===== config.mk =====
export PLATFORM = sky130hd
export DESIGN_NAME = hazard_scoreboard
export DESIGN_NICKNAME = d
export VERILOG_FILES = /design/src/rtl/hazard_scoreboard_pkg.sv /design/src/rtl/hazard_scoreboard_entry.sv /design/src/rtl/hazard_scoreboard.sv
export SDC_FILE = /design/constraint.sdc
export NUM_CORES = 1
export LEC_CHECK = 0
export ABC_AREA = 1
export BUFFER_PORTS_ARGS = -buffer_cell sky130_fd_sc_hd__buf_2
export CAP_MARGIN = 20
export CORE_AREA = 2 2 73 75
export DETAILED_ROUTE_END_ITERATION = 12
export DIE_AREA = 0 0 75 77
export PLACE_DENSITY = 0.84
export SLEW_MARGIN = 30
export SYNTH_ARGS = -nofsm -noshare
export SYNTH_HDL_FRONTEND = slang
export SYNTH_HIERARCHICAL = 1
export SYNTH_SLANG_ARGS = --single-unit

===== constraint.sdc =====
create_clock -name clk -period 2.1 [get_ports clk]
set_input_delay 0.315 -clock clk [delete_from_list [all_inputs] [get_ports clk]]
set_output_delay 0.315 -clock clk [all_outputs]
set_load 0.05 [all_outputs]

===== src/rtl/hazard_scoreboard_pkg.sv =====
// Shared constants for the decode-stage RAW hazard scoreboard: register file
// geometry, instruction field positions, WISC-SP13 opcodes and default sizes.
package hazard_scoreboard_pkg;

  localparam int NUM_REGS  = 8;
  localparam int REG_IDX_W = 3;

  localparam int SB_CNT_W    = 2;
  localparam int SB_WB_DEPTH = 3;
  localparam int SB_PERF_W   = 16;

  localparam int RS_HI = 10;
  localparam int RS_LO = 8;
  localparam int RT_HI = 7;
  localparam int RT_LO = 5;

  localparam logic [4:0] OP_LD   = 5'b10001;
  localparam logic [4:0] OP_JAL  = 5'b00110;
  localparam logic [4:0] OP_JALR = 5'b00111;

  function automatic logic [REG_IDX_W-1:0] field_rs(input logic [15:0] instr);
    return instr[RS_HI:RS_LO];
  endfunction

  function automatic logic [REG_IDX_W-1:0] field_rt(input logic [15:0] instr);
    return instr[RT_HI:RT_LO];
  endfunction

endpackage


===== src/rtl/hazard_scoreboard_entry.sv =====
// One per-register countdown of cycles until an in-flight write is readable.
// Load has priority over decrement; busy is combinational from the count.
module sb_entry
  import hazard_scoreboard_pkg::*;
#(
  parameter int CNT_W = SB_CNT_W
) (
  input  logic             clk,
  input  logic             rst,
  input  logic             load,
  input  logic [CNT_W-1:0] load_val,
  output logic             busy
);

  logic [CNT_W-1:0] cnt;

  always_ff @(posedge clk) begin
    if (rst) begin
      cnt <= '0;
    end else if (load) begin
      cnt <= load_val;
    end else if (cnt != '0) begin
      cnt <= cnt - CNT_W'(1);
    end
  end

  assign busy = (cnt != '0);

endmodule


===== src/rtl/hazard_scoreboard.sv =====
// Decode RAW hazard detector: same-cycle stall from per-register countdowns, no pipeline latency.
// HAZARD_FWD_EN: only loads allocate (1 cycle); otherwise every write allocates WB_DEPTH.
module hazard_scoreboard
  import hazard_scoreboard_pkg::*;
#(
  parameter int CNT_W    = SB_CNT_W,
  parameter int WB_DEPTH = SB_WB_DEPTH,
  parameter int PERF_W   = SB_PERF_W
) (
  input  logic                 clk,
  input  logic                 rst,
  input  logic                 dec_valid,
  input  logic [15:0]          dec_instr,
  input  logic [1:0]           num_reg_reads,
  input  logic                 dec_wr_en,
  input  logic [REG_IDX_W-1:0] dec_wr_reg,
  input  logic                 dec_is_load,
  input  logic                 flush,
  output logic                 stall,
  output logic [NUM_REGS-1:0]  busy_mask,
  output logic [PERF_W-1:0]    stall_cycles
);

  logic [NUM_REGS-1:0]  busy;
  logic [NUM_REGS-1:0]  wr_sel;
  logic [REG_IDX_W-1:0] src_a;
  logic [REG_IDX_W-1:0] src_b;
  logic                 hz_a;
  logic                 hz_b;
  logic                 issue;
  logic                 alloc;
  logic [CNT_W-1:0]     alloc_val;
  logic [9:0]           unused_instr_bits;

  assign unused_instr_bits = {dec_instr[15:11], dec_instr[4:0]};

  assign src_a = field_rs(dec_instr);
  assign src_b = field_rt(dec_instr);

  // Hazard check reads the counters before this cycle's allocation, so an
  // instruction that sources its own destination only sees the old state.
  assign hz_a  = (num_reg_reads != 2'd0) && busy[src_a];
  assign hz_b  = num_reg_reads[1] && busy[src_b];
  assign stall = dec_valid && !flush && (hz_a || hz_b);
  assign issue = dec_valid && !stall && !flush && dec_wr_en;

`ifdef HAZARD_FWD_EN
  assign alloc     = issue && dec_is_load;
  assign alloc_val = CNT_W'(1);
`else
  logic unused_is_load;
  assign unused_is_load = dec_is_load;
  assign alloc          = issue;
  assign alloc_val      = CNT_W'(WB_DEPTH);
`endif

  always_comb begin
    wr_sel = '0;
    for (int i = 0; i < NUM_REGS; i++) begin
      wr_sel[i] = alloc && (dec_wr_reg == REG_IDX_W'(i));
    end
  end

  for (genvar g = 0; g < NUM_REGS; g++) begin : g_entry
    sb_entry #(.CNT_W(CNT_W)) u_entry (
      .clk      (clk),
      .rst      (rst),
      .load     (wr_sel[g]),
      .load_val (alloc_val),
      .busy     (busy[g])
    );
  end

  assign busy_mask = busy;

  always_ff @(posedge clk) begin
    if (rst) begin
      stall_cycles <= '0;
    end else if (stall && (stall_cycles != '1)) begin
      stall_cycles <= stall_cycles + PERF_W'(1);
    end
  end

endmodule

==> impl_metrics.json <==
{
  "hp-start": "rst",
  "utilization_pct": 63.3,
  "r2r_cells": 16,
  "cts_sinks": 32,
  "yosys_warnings": 6,
  "drv_slew": 0,
  "cts_tree": "built",
  "critPathKind": "reg2reg",
  "grt_pass1_wl_um": 8900,
  "io_pins": 52,
  "yosysMostFrequentCell": "nand2_1",
  "wirelength_um": 5830,
  "synth.avg_cell_area_um2": 5.97,
  "relSlewSlack_pct": 66.5,
  "grtUsageTotal_pct": 19.3,
  "min_period_ns": 2.09,
  "cap_violations": 0,
  "ys_seq_elements": 32,
  "synth_flop_cell": "dfxtp_1",
  "synth_compound_area_share_pct": 0,
  "dr.pass1.iters": 4,
  "whs_path_depth": 2,
  "place.gp.congestion": 0.803,
  "fin_worst_skew_ns": 0.00668,
  "power_density_nw_per_um2": 1250,
  "vias_per_cell": 4.59,
  "synth_area_leaders": "dfxtp_1 26%, nand2_1 16%, inv_1 15%, nand3_1 11%, nor2_2 5.7%",
  "leakage_nw": 1.68,
  "max_stage_delay_ns": 0.33,
  "syn_area_um2": 2430,
  "htreeDepth": 2,
  "required_ns": 2.29,
  "hold_path.class": "in2reg",
  "yosysTopAreaCell": "dfxtp_1",
  "synthXorXnorAreaFrac_pct": 3.97,
  "setup_violations": 0,
  "synth.top_cell.area_share_pct": 26.4,
  "cts-hold-fix-buffers": 0,
  "crit_fanout": 8,
  "clock_latency_ns": 0.28,
  "grt_start_max_net_pins": 21,
  "die_area_um2": 5780,
  "place_ws_ns": 0.0254,
  "ir_worst_vdd_uv": 504,
  "ant_nets": 0,
  "grt_overflow": 0,
  "num_rows": 26,
  "drive_above_1_share_pct": 36.6,
  "cts_root_buf": "clkbuf_8",
  "yosys-mux-area-fraction_pct": 0,
  "hold_viol": 0,
  "cts_buffers": 5,
  "startpoint_type": "flop",
  "core_area_um2": 4980,
  "post-route-cell-area_um2": 3150,
  "worstPathArrival_ns": 2.27,
  "antenna_found_initial": 0,
  "diodes": 0,
  "start_util_pct": 48.8,
  "async_flop_share_pct": 0,
  "synthCells": 407,
  "critPathCaptureType": "flop",
  "final_nets": 511,
  "vias": 2507,
  "synth_top_family_by_area": "simple AND/OR/NAND/NOR gates",
  "slowest_stage": "dfxtp_2",
  "timing.rr.start": "g_entry[7].u_entry/cnt[0]$_SDFFE_PP0P_",
  "r2r_slack_ns": 0.01,
  "worstMarginPinSlew_ns": 0.502,
  "synth_cell_types": 21,
  "status": "finished clean",
  "die_w_um": 75,
  "r2r_end": "g_entry[5].u_entry/cnt[1]$_SDFFE_PP0P_",
  "min_to": "stall_cycles[3]$_SDFFE_PP0P_",
  "crit_chain": "inv_2 -> ha_4 -> clkinvlp_4 -> inv_2 -> nand2_1 -> nand3_2 -> nand3_2 -> nand3_4 -> nand4_1 -> buf_6 -> nor3_4 -> inv_2 -> nand3_2 -> nand3_2 -> nand2_2 -> inv_2",
  "synth_edf_count": 0,
  "wl_per_cell_um": 10.7,
  "clk_pin_slew_ns": 0.06,
  "nFillCells": 439,
  "port_buffers": 40,
  "place_area_um2": 2860,
  "syn_to_final_growth_pct": 29.8,
  "post-route-period-util_pct": 99.3,
  "die_y_um": 77,
  "drc": 0,
  "synth-adder-area-share_pct": 4.64,
  "first_global_vias": 2274,
  "hpwl_um": 4260,
  "ys_top_cells_by_count": "101 x nand2_1, 97 x inv_1, 51 x nand3_1",
  "grt_setup_unrepaired": "true",
  "seq_area_frac_synth_pct": 26.4,
  "drt_iter0_drc": 67,
  "synth-simple-area-share_pct": 46.4,
  "cts_max_path_buffers": 2,
  "postLayoutSetupSlackWorst_ns": 0.0148,
  "fmax_ghz": 0.480
}
==> kinds of logic (layout without fill, tap and decap cells) <==
kind of cell | Yosys count | count (layout)
flops | 32 | 32
simple gates | 240 | 240
fa+ha+maj | 9 | 9
other cells | 1 | 16
buf+inv | 114 | 168
xor+xnor | 11 | 11
==> flip-flops by register name, summed over array words and instances, names as in the netlist <==
signal	cells
stall_cycles	16
g_entry.u_entry/cnt	16
==> critical path: cells and delay by family (launching register included) <==
| family | cells | cell delay, ns |
|---|---|---|
| buffers and inverters | 6 | 0.54 |
| and+or+nand+nor | 9 | 0.98 |
| adders and majority gates | 1 | 0.16 |
| DFF | 1 | 0.33 |
==> worst max path at each step <==
stage | from | to
finish | g_entry[7].u_entry/cnt[0]$_SDFFE_PP0P_ | g_entry[5].u_entry/cnt[1]$_SDFFE_PP0P_
CTS | g_entry[1].u_entry/cnt[1]$_SDFFE_PP0P_ | g_entry[2].u_entry/cnt[0]$_SDFFE_PP0P_
global route | g_entry[7].u_entry/cnt[0]$_SDFFE_PP0P_ | g_entry[5].u_entry/cnt[1]$_SDFFE_PP0P_
floorplan | g_entry[2].u_entry/cnt[0]$_SDFFE_PP0P_ | stall
detailed placement | g_entry[7].u_entry/cnt[0]$_SDFFE_PP0P_ | g_entry[2].u_entry/cnt[0]$_SDFFE_PP0P_
global placement | g_entry[1].u_entry/cnt[1]$_SDFFE_PP0P_ | g_entry[4].u_entry/cnt[0]$_SDFFE_PP0P_
==> what timing repair did <==
item | in CTS | in global routing
pin swaps | 1 | 15
setup buffers | 1 | 7
gates resized for setup | 5 | 41
setup endpoints to repair | 1 | 26
==> metal layers <==
metal / up-vias / GRT usage [%] / wire length, um
li1: 1326 / - / -
met1: 1107 / 22.3 / 2460
met2: 58 / 33.8 / 2980
met3: 16 / 4.20 / 226
met4: 0 / 7.14 / 155
met5: - / 0 / 0
==> layout by cell type, fill, tap and decap left out, drive strengths merged <==
cell type  instances
nor3               6
clkinvlp           6
nand2            113
buf               50
xor2              10
nand3             56
xnor2              1
ha                 9
dfxtp             32
conb              16
nand4              8
or2                2
nor2              55
clkbuf             8
inv              104
==> through the flow <==
stage	hold slack (ns)	std cells	power [W]	TNS (ns)
2_1_floorplan	0.387	422	0.00271	-0.158
3_3_place_gp	0.546	530	0.00302	0
3_5_place_dp	0.557	530	0.00313	0
4_1_cts	0.369	539	0.00364	0
5_1_grt	0.366	546	0.00423	-1.01
6_report	0.362	546	0.00394	0
==> final cells by class <==
class	count	area (um^2)	area share, %
Clock buffer	8	90.1	2.86
Inverter	110	435	13.8
Multi-Input combinational cell	276	1600	50.8
Sequential cell	32	653	20.7
Tap cell	70	87.6	2.78
Timing Repair Buffer	50	285	9.05
==> report_power, final <==
group | switching, W | leakage [nW] | internal [W]
Clock | 0.000221 | 0.0455 | 0.000267
Combinational | 0.00161 | 1.37 | 0.000943
Sequential | 0.000113 | 0.266 | 0.000784
No activity file was read; power rests on OpenSTA's default activity.
